### config.mk
export PLATFORM = sky130hd
export DESIGN_NAME = alu_cmd_issuer
export DESIGN_NICKNAME = d
export VERILOG_FILES = /design/src/rtl/alu_cmd_issuer.sv
export SDC_FILE = /design/constraint.sdc
export NUM_CORES = 1
export LEC_CHECK = 0
export CORE_AREA = 2 2 576 578
export CTS_BUF_LIST = sky130_fd_sc_hd__clkbuf_8
export DETAILED_ROUTE_END_ITERATION = 7
export DIE_AREA = 0 0 578 580
export HOLD_SLACK_MARGIN = 0.06
export PLACE_DENSITY_LB_ADDON = 0.25
export SYNTH_ARGS = -nofsm -noshare
export SYNTH_HDL_FRONTEND = slang
export SYNTH_SLANG_ARGS = --single-unit
export TNS_END_PERCENT = 10
### constraint.sdc
create_clock -name clk -period 4.9 [get_ports clk]
set_input_delay 0.98 -clock clk [delete_from_list [all_inputs] [get_ports clk]]
set_output_delay 0.98 -clock clk [all_outputs]
set_load 0.01 [all_outputs]
### src/rtl/alu_cmd_issuer.sv
// alu_cmd_issuer: accepts ALU commands, strobes operands into the ALU, waits for completion or timeout, returns a response
module alu_cmd_issuer #(
  parameter int DAT_W       = 144,
  parameter int STROBE_CYC  = 1,
  parameter int TIMEOUT_CYC = 1023
) (
  input  logic             clk,
  input  logic             rst_b,
  input  logic             cmd_valid,
  output logic             cmd_ready,
  input  logic [3:0]       cmd_op,
  input  logic [DAT_W:0]   cmd_a,
  input  logic [DAT_W-1:0] cmd_b,
  input  logic [DAT_W:0]   cmd_mod,
  input  logic             cmd_mod_ld,
  output logic             alu_o_sel,
  output logic             alu_t_sel,
  output logic             alu_mod_sel,
  output logic [3:0]       alu_typ_sel,
  output logic [DAT_W:0]   alu_o_dat,
  output logic [DAT_W-1:0] alu_t_dat,
  output logic [DAT_W:0]   alu_mod_dat,
  input  logic [DAT_W-1:0] alu_r_dat1,
  input  logic [DAT_W-1:0] alu_r_dat2,
  input  logic             compute_done,
  output logic             rsp_valid,
  input  logic             rsp_ready,
  output logic [DAT_W-1:0] rsp_r1,
  output logic [DAT_W-1:0] rsp_r2,
  output logic             rsp_err,
  output logic             rsp_tmo,
  output logic             busy
);
  typedef enum logic [1:0] {IDLE, ISSUE, WAIT, RESP} state_t;
  localparam int SW = $clog2(STROBE_CYC + 1);
  localparam int TW = $clog2(TIMEOUT_CYC + 1);
  state_t r_state, w_next;
  logic [SW-1:0] r_scnt;
  logic [TW-1:0] r_wcnt;
  logic r_mod_ld;
  logic w_acc, w_legal, w_sdone, w_tmo, w_done;
  assign w_acc   = cmd_valid && r_state == IDLE;
  assign w_legal = cmd_op inside {4'd1, 4'd2, 4'd3, 4'd5, 4'd6, 4'd7, 4'd8, 4'd9};
  assign w_sdone = r_scnt == SW'(STROBE_CYC - 1);
  assign w_tmo   = r_wcnt == TW'(TIMEOUT_CYC - 1);
  assign w_done  = r_state == WAIT && compute_done;
  assign cmd_ready   = r_state == IDLE;
  assign busy        = r_state != IDLE;
  assign rsp_valid   = r_state == RESP;
  assign alu_o_sel   = r_state == ISSUE;
  assign alu_t_sel   = r_state == ISSUE;
  assign alu_mod_sel = r_state == ISSUE && r_mod_ld;
  // state register
  always_ff @(posedge clk)
    r_state <= rst_b ? IDLE : w_next;
  // next-state: done beats the timeout on the same WAIT cycle
  always_comb begin
    w_next = r_state;
    case (r_state)
      IDLE:    w_next = w_acc ? (w_legal ? ISSUE : RESP) : IDLE;
      ISSUE:   w_next = w_sdone ? WAIT : ISSUE;
      WAIT:    w_next = (compute_done || w_tmo) ? RESP : WAIT;
      RESP:    w_next = rsp_ready ? IDLE : RESP;
      default: w_next = IDLE;
    endcase
  end
  // command capture, strobe/wait counters and response registers
  always_ff @(posedge clk)
    if (rst_b) begin
      r_scnt      <= '0;
      r_wcnt      <= '0;
      r_mod_ld    <= 1'b0;
      alu_typ_sel <= '0;
      alu_o_dat   <= '0;
      alu_t_dat   <= '0;
      alu_mod_dat <= '0;
      rsp_r1      <= '0;
      rsp_r2      <= '0;
      rsp_err     <= 1'b0;
      rsp_tmo     <= 1'b0;
    end else begin
      r_scnt <= r_state == ISSUE ? r_scnt + 1'b1 : '0;
      r_wcnt <= r_state == WAIT ? r_wcnt + 1'b1 : '0;
      if (w_acc && w_legal) begin
        alu_o_dat   <= cmd_a;
        alu_t_dat   <= cmd_b;
        alu_typ_sel <= cmd_op;
        r_mod_ld    <= cmd_mod_ld;
        if (cmd_mod_ld) alu_mod_dat <= cmd_mod;
      end
      if (w_acc && !w_legal) begin
        rsp_r1  <= '0;
        rsp_r2  <= '0;
        rsp_err <= 1'b1;
        rsp_tmo <= 1'b0;
      end else if (w_done) begin
        rsp_r1  <= alu_r_dat1;
        rsp_r2  <= alu_r_dat2;
        rsp_err <= 1'b0;
        rsp_tmo <= 1'b0;
      end else if (r_state == WAIT && w_tmo) begin
        rsp_r1  <= '0;
        rsp_r2  <= '0;
        rsp_err <= 1'b0;
        rsp_tmo <= 1'b1;
      end
    end
endmodule

==> results of run 1 <==
[report_power, final]
part           leakage (nW)  total [W]  internal, W  switching [W]
clock network          1.96    0.00749      0.00403        0.00346
logic                  8.71    0.00334      0.00142        0.00191
registers              6.02    0.00659      0.00635       0.000236
total                  16.7     0.0174       0.0118        0.00561
[cell families (layout without fill, tap and decap cells)]
family,count (synthesis),in the layout,share of synthesized area (%)
simple gates,1201,1201,17.8
buf+inv,447,1856,6.05
fa+ha+maj,2,2,0.0838
other cells,0,36,0
flops,742,742,49.7
mux,146,146,4.89
compound gates,899,899,21.4
xor+xnor,3,3,0.0880
[cells in the mapped netlist (all sizes together) (2+ instances only)]
cell	instances
nand2	872
inv	8
a21oi	297
nand4	291
dfxtp	742
o22ai	2
a221oi	289
xor2	2
nor3b	3
nand3b	2
or3	3
buf	103
o21a	3
nor2	8
mux2i	146
or4	2
nor3	5
o21ai	5
ha	2
clkbuf	336
o31ai	295
nand3	7
[layout by cell type (no fill, tap or decap), drive strengths merged, types with 3 or more instances in the layout]
master	count
nor2	8
mux2i	146
clkinvlp	3
nor3	5
nor3b	3
clkdlybuf4s50	1464
nand4	291
o21a	3
diode	36
a221oi	289
buf	88
clkbuf	214
inv	65
nand2	872
o31ai	295
o21ai	5
dfxtp	742
clkinv	20
a21oi	297
nand3	7
or3	3
[metrics by stage]
stage | utilization, % | cells | hold WS [ps] | total power (W) | setup WS, ps
detailed placement | 15.0 | 8919 | 448 | 0.0101 | 855
CTS | 16.0 | 9215 | 293 | 0.0179 | 687
finish | 16.1 | 9251 | 455 | 0.0174 | 998
global route | 16.0 | 9233 | 385 | 0.0183 | 786
floorplan | - | 3440 | 424 | 0.00785 | 2400
global placement | 15.0 | 8919 | 442 | 0.0101 | 833
[critical path: stages (launching register included)]
cell,delay (ps)
sky130_fd_sc_hd__dfxtp_1,580
sky130_fd_sc_hd__nor2_1,470
sky130_fd_sc_hd__clkdlybuf4s50_1,910
[layout make-up]
class                           instances  area (um^2)  area share, %
Tap cell                             4366         5460           10.3
Inverter                                8         45.0         0.0852
Timing Repair Buffer                 1552        15800           29.8
Clock buffer                          214         2950           5.57
Clock inverter                         82          464          0.878
Multi-Input combinational cell       2251        13300           25.1
Sequential cell                       742        14900           28.1
Antenna cell                           36         90.1          0.170
[routing by layer]
metal  vias to the layer above  share of wire (%)  global-route usage, %
met5                         -               0.11                      0
li1                      15264                  -                      -
met4                        46                3.3                   4.92
met1                     17028                 39                   16.5
met2                      1591                 45                   23.0
met3                       354                 12                   7.78
[sequential cells by signal, summed over array words and instances, names as in the netlist]
name and count:
alu_mod_dat 145, alu_o_dat 145, alu_t_dat 144, rsp_r1 144
rsp_r2 144, r_wcnt 10, alu_typ_sel 4, r_state 2
r_mod_ld 1, r_scnt 1, rsp_err 1, rsp_tmo 1
[final timing paths]
kind	startpoint	to	cells after the start
setup / recovery	r_state[1]	cmd_ready	2
hold / removal	alu_mod_dat[52]	alu_mod_dat[52]	2
setup reg to reg	r_state[1]	alu_o_dat[30]	5
hold reg to reg	alu_mod_dat[52]	alu_mod_dat[52]	2
==> impl_summary.md, run 1 <==
Status
The run finished with clean final reports.

Setup path
The worst setup path is captured at a primary output. The data arrival at the endpoint of the critical path is 2920 ps. The critical path is of the reg -> out type. At the worst endpoint, the required time is 3920 ps. The worst setup path is launched from a flop. Of all nets on the critical path, the largest fanout is 12. The worst register-to-register path has a setup slack of 1490 ps.

Global route
The via count of the first global-routing pass is 34,673. The global-route wire length before repair is 333,000 um. The pin count of the biggest net entering global routing is 230. Global routing consumed, over all layers together, 14.5% of the routing resources.

The number of antenna violations at the first check in global routing is 93. The final global-route overflow total is 0.

Route
In this run, the number of DRC markers left after iteration 0 of detailed routing was 2,298. The detailed-router iteration count before antenna repair is 5. For this run, design rule violations remaining after detail routing come to 0.

Summed over all layers, the routed wires come to 256,000 um. The via-per-instance ratio is 3.71. The number of vias after detailed routing is 34,283.

The residual antenna-violating net count after detailed routing is 0. The per-cell routed wire length is 27.7 um.

Timing
The top achievable clock speed is 0.256 GHz. The setup TNS is 0 ps. The number of failing hold endpoints at the final stage came to 0.

At the pin with the least slew margin, the transition time is 1160 ps. Setup repair after global routing left no endpoint under its margin. The tightest slew margin relative to the limit is 22.9%. In the finished design, the share of the clock period the worst path needs comes to 79.6%. The number of max-slew violations in the final report is 0. The setup clock skew after layout is 102 ps. Setup violations remaining at the end of the flow were counted as 0. The shortest clock period the worst path allows after layout is 3900 ps.

Synth
After synthesis, flip-flops and latches occupy 49.7% of the total area. The biggest area contributor in the post-synthesis netlist is sky130_fd_sc_hd__dfxtp_1. Dividing the synthesized area by the synthesized cell count gives 8.68 um^2. The post-synthesis instance area is 29,900 um^2. The top flip-flop cell by instance count after synthesis is sky130_fd_sc_hd__dfxtp_1.

After technology mapping, the gate count stands at 3,440. Of all flip-flops after synthesis, the portion carrying an async set or reset was 0%. Synthesis produced a netlist with a net count of 4,174.

The post-synthesis cell type count is 43. Yosys printed 0 warnings. In the post-synthesis netlist, the biggest area contributors are sky130_fd_sc_hd__dfxtp_1 50%, sky130_fd_sc_hd__nand2_1 11%, sky130_fd_sc_hd__a221oi_1 8.5%.

Yosys mapped a number of flops with a built-in enable equal to 0. The fraction of synthesized cell area taken by the top area cell type is 49.7%. The flip-flop and latch count after synthesis is 742.

Clock tree
Clock tree synthesis found a total of 742 sinks. After clock tree synthesis, the repair step resized 0 gates. In this run the deepest clock path goes through 4 buffers. The number of hold buffers added after CTS was 0.

The clock insertion delay at the later pin of the skew report is 940 ps. The TritonCTS clock tree is yes. The clock transition at the registers of the reported paths is 60 ps. The clock tree root buffer cell is sky130_fd_sc_hd__clkbuf_8.

The CTS buffer count is 171. The number of levels in the clock H-tree is 4. In this run the post-CTS setup repair buffer count came out at 0.

Pwr
The worst ir drop on vdd is 0.164 mV. The static leakage is 16.7 nW. The power density over cell area is 329 nW/um^2.

Floorplanning
The floorplan step defined a die boundary enclosing 335,000 um^2. The height of the chip is 580 um. The die is 578 um wide. The floorplan has 211 rows. The number of top-level pins is 1,466. The core footprint is 329,000 um^2. The initial utilization of the core area, before any placement, comes to 9.07%.

Job
The tool flagged a number of max-cap violations equal to 0.

Layout
At the end of the flow, the number of nets in the layout was 5,460. The number of inserted filler cells in the final layout is 36,959. The area of all placed cells without fillers is 52,900 um^2.

The fraction of final layout cells with drive strength greater than 1 is 7.14%. The area growth from synthesis to layout is 77.0%.

Worst hold path
The min-delay analysis places its worst path in the category reg -> reg.

Placed design
At the end of routability-driven placement, the weighted congestion stood at 0.900. Buffers placed on the I/O ports in this run total 1,465. The placed instances occupy a cell area of 49,400 um^2. The HPWL after detailed placement is 200,000 um.
Power figures use the tool's default switching activity.
==> run 2: changes to the inputs <==
--- a/config.mk
+++ b/config.mk
@@ -5,10 +5,10 @@
 export SDC_FILE = /design/constraint.sdc
 export NUM_CORES = 1
 export LEC_CHECK = 0
-export CORE_AREA = 2 2 576 578
+export CORE_AREA = 2 2 579 581
 export CTS_BUF_LIST = sky130_fd_sc_hd__clkbuf_8
 export DETAILED_ROUTE_END_ITERATION = 7
-export DIE_AREA = 0 0 578 580
+export DIE_AREA = 0 0 581 583
 export HOLD_SLACK_MARGIN = 0.06
 export PLACE_DENSITY_LB_ADDON = 0.25
 export SYNTH_ARGS = -nofsm -noshare
==> constraint.sdc (replaced) <==
create_clock -name clk -period 3.8 [get_ports clk]
set_input_delay 0.76 -clock clk [delete_from_list [all_inputs] [get_ports clk]]
set_output_delay 0.76 -clock clk [all_outputs]
set_load 0.01 [all_outputs]
==> run 2 against run 1 <==
Clock skew down 4.0 ps. Hold slack worse by 120 ps. Global-route usage up 0.067 points. Critical path depth up 2. Largest cell class unchanged. Largest power group unchanged. Highest routed layer unchanged.
==> impl_summary.md, run 2 (synthesis results as in run 1) <==
Floorplanning
The die covers 339,000 um^2. For this configuration, the core starts out at a cell density of 8.99%. The region available for standard cell placement spans 332,000 um^2. The number of placement rows is 212. For this design the top-level I/O count stands at 1,466. From left edge to right edge, the die measures 581 um. Measured along the y axis, the die boundary spans 583 um.

Status
The flow ran to the end, and the final reports show no timing, DRC or antenna violations.

Worst hold path
The worst hold path was traced through 3 stages. The kind of path behind the tightest hold check is in -> reg.

Setup path
The maximum net fanout on the critical path is 12. In this run the critical register-to-register path is captured at rsp_r2[136]. The worst setup path is launched from a flop. Data on the critical path arrives at its endpoint at 2620 ps. Tracing the worst setup path back leads to its startpoint at r_state[0].

The worst setup path is captured at a primary output. The launch instance of the worst register-to-register path is r_state[1]. The critical path is of the reg -> out type. The last element of the critical path is alu_mod_sel. Counting cells, the worst reg-to-reg path comes to 5. The worst-case register-to-register setup slack is 1130 ps.

The worst path required time is 3040 ps.

Route
In this run the remaining antenna-violating nets after routing total 0. In the routed design, unresolved DRC markers number 0. The via-per-instance ratio is 3.71. The per-cell routed wire length is 28.0 um. The number of vias after detailed routing is 34,461. In this run, the number of DRC markers left after iteration 0 of detailed routing was 2,193.

Before antenna repair, the detailed router went through 6 iterations. The total routed wirelength is 260,000 um.

Global route
The final global-route overflow total is 0. Entering global routing, the biggest net connects 126 pins. The global-route wire length before repair is 338,000 um. The number of antenna violations at the first check in global routing was 126. The via count of the first global-routing pass is 34,586. The overall global routing resource usage is 14.6%.

Placed design
Once placement completed, the tool counted placed cells totaling 8,957. The weighted congestion at the end of routability-driven global placement is 0.939. The number of port buffers is 1,465. Once detailed placement completed, the half-perimeter wirelength came to 205,000 um.

Timing
The total setup violations reported at the end of the flow is 0. Derived from the worst setup path, the maximum achievable clock frequency is 0.296 GHz. Setup repair after global routing left no endpoint under its margin. Setup total negative slack on the finished layout was measured at 0 ps. Dividing the final minimum period by the clock period gives 89.0%. Across the routed clock network, the largest skew measured is 97.6 ps.

The tightest slew margin relative to the limit is 30.6%. The number of failing hold endpoints at the final stage is 0. For the pin with the worst max-slew slack, the measured transition is 1040 ps.

The number of max-slew violations in the final report is 0. The shortest clock period the worst path allows after layout is 3380 ps.

Layout
The post-route netlist has 7.42% of its cells at a drive strength greater than 1. The library cell used most frequently in the layout, excluding fill and tap cells, is sky130_fd_sc_hd__clkdlybuf4s50_1. The number of nets in the layout is 5,472. The largest registers in the layout are alu_mod_dat: 145 flops, alu_o_dat: 145 flops.

The filler-free cell count of the finished design is 9,284. The area growth from synthesis to layout is 78.1%. Leaving out fill and tap cells, the most frequent cells in the layout are 1,464 x sky130_fd_sc_hd__clkdlybuf4s50_1, 872 x sky130_fd_sc_hd__nand2_1, 740 x sky130_fd_sc_hd__dfxtp_1.

Pwr
In this run the static leakage power is 16.8 nW. The worst-case IR drop observed on VDD is 0.215 mV. The power density over cell area is 427 nW/um^2.

Job
The total of max-cap violations is 0.

Clock tree
The TritonCTS clock tree is yes. The number of buffers added for setup after CTS is 0. At the later pin of the worst-skew pair, clock insertion delay measures 990 ps. The largest buffer count on any clock path is 4. Clock tree synthesis inserted a total of 165 buffers.

Counting every sink on the clock net gives 742. Clock-pin slew was measured on the worst setup and hold paths at 60 ps. The clock tree synthesis step divided the H-tree into 4 levels. CTS placed an instance of sky130_fd_sc_hd__clkbuf_8 at the clock tree root.
==> run 2: changes by cell type in the layout (fill, tap and decap cells not counted), sizes merged <==
| cell | delta |
|---|---|
| inv | -9 |
| diode | +11 |
| clkinv | -9 |
| dlygate4sd3 | +1 |
| bufinv | +5 |
| clkbuf | -3 |
| buf | +17 |
| clkinvlp | -1 |
==> run 2: repair_timing <==
| action | CTS | global route |
|---|---|---|
| setup endpoints to repair | 1 | 0 |
| resized for setup | 2 | 0 |
| hold buffers | 1 | 0 |
| endpoints found under the hold margin | 27 | 0 |
==> run 2: how the worst min path moves through the flow <==
stage | slack [ps] | to | from
floorplan | 420 | r_scnt | r_scnt
global placement | 440 | alu_mod_dat[33] | alu_mod_dat[33]
detailed placement | 450 | alu_mod_dat[129] | alu_mod_dat[129]
CTS | 170 | alu_o_dat[113] | cmd_a[113]
global route | 240 | alu_o_dat[131] | cmd_a[131]
finish | 340 | alu_t_dat[114] | cmd_b[114]
==> run 2: cell type report <==
| class | instances | area (um^2) |
|---|---|---|
| sequential | 742 | 14900 |
| fill | 37418 | 279000 |
| clock buffer | 211 | 2900 |
| inverter | 8 | 45.0 |
| clock inverter | 68 | 548 |
| antenna | 47 | 118 |
| tap | 4387 | 5490 |
| multi-input combinational | 2251 | 13300 |
| timing repair buffer | 1570 | 16000 |
==> run 2: critical path: stages (launching register included) <==
cell	delay, ps
sky130_fd_sc_hd__dfxtp_2	480
sky130_fd_sc_hd__nand2b_1	230
sky130_fd_sc_hd__inv_1	260
sky130_fd_sc_hd__and2_1	170
sky130_fd_sc_hd__clkdlybuf4s50_1	580
==> run 2: metal layers <==
metal | vias to the layer above | global-route usage [%] | wire length (um) | share of wire, %
met5 | - | 0 | 217 | 0.084
met4 | 36 | 3.94 | 7350 | 2.8
met3 | 397 | 8.85 | 35700 | 14
met2 | 1743 | 23.0 | 116000 | 45
met1 | 16991 | 16.5 | 100000 | 39
li1 | 15294 | - | - | -
==> run 2: report_power, final <==
group	switching, W	leakage (nW)	total, W	internal (W)
registers	0.000297	6.02	0.00849	0.00819
logic	0.00245	8.83	0.00432	0.00187
clock network	0.00445	1.93	0.00991	0.00546
==> run 2: metrics by stage <==
step / hold slack, ps / total power (W) / utilization, % / cell area (um^2) / setup slack, ps
finish: 339 / 0.0227 / 16.0 / 53200 / 420
global route: 240 / 0.0238 / 16.0 / 53200 / 135
CTS: 173 / 0.0233 / 16.0 / 53100 / 97.3
detailed placement: 446 / 0.0130 / 14.9 / 49600 / 118
global placement: 442 / 0.0130 / 14.9 / 49600 / 105
floorplan: 424 / 0.0101 / - / 29900 / 1520
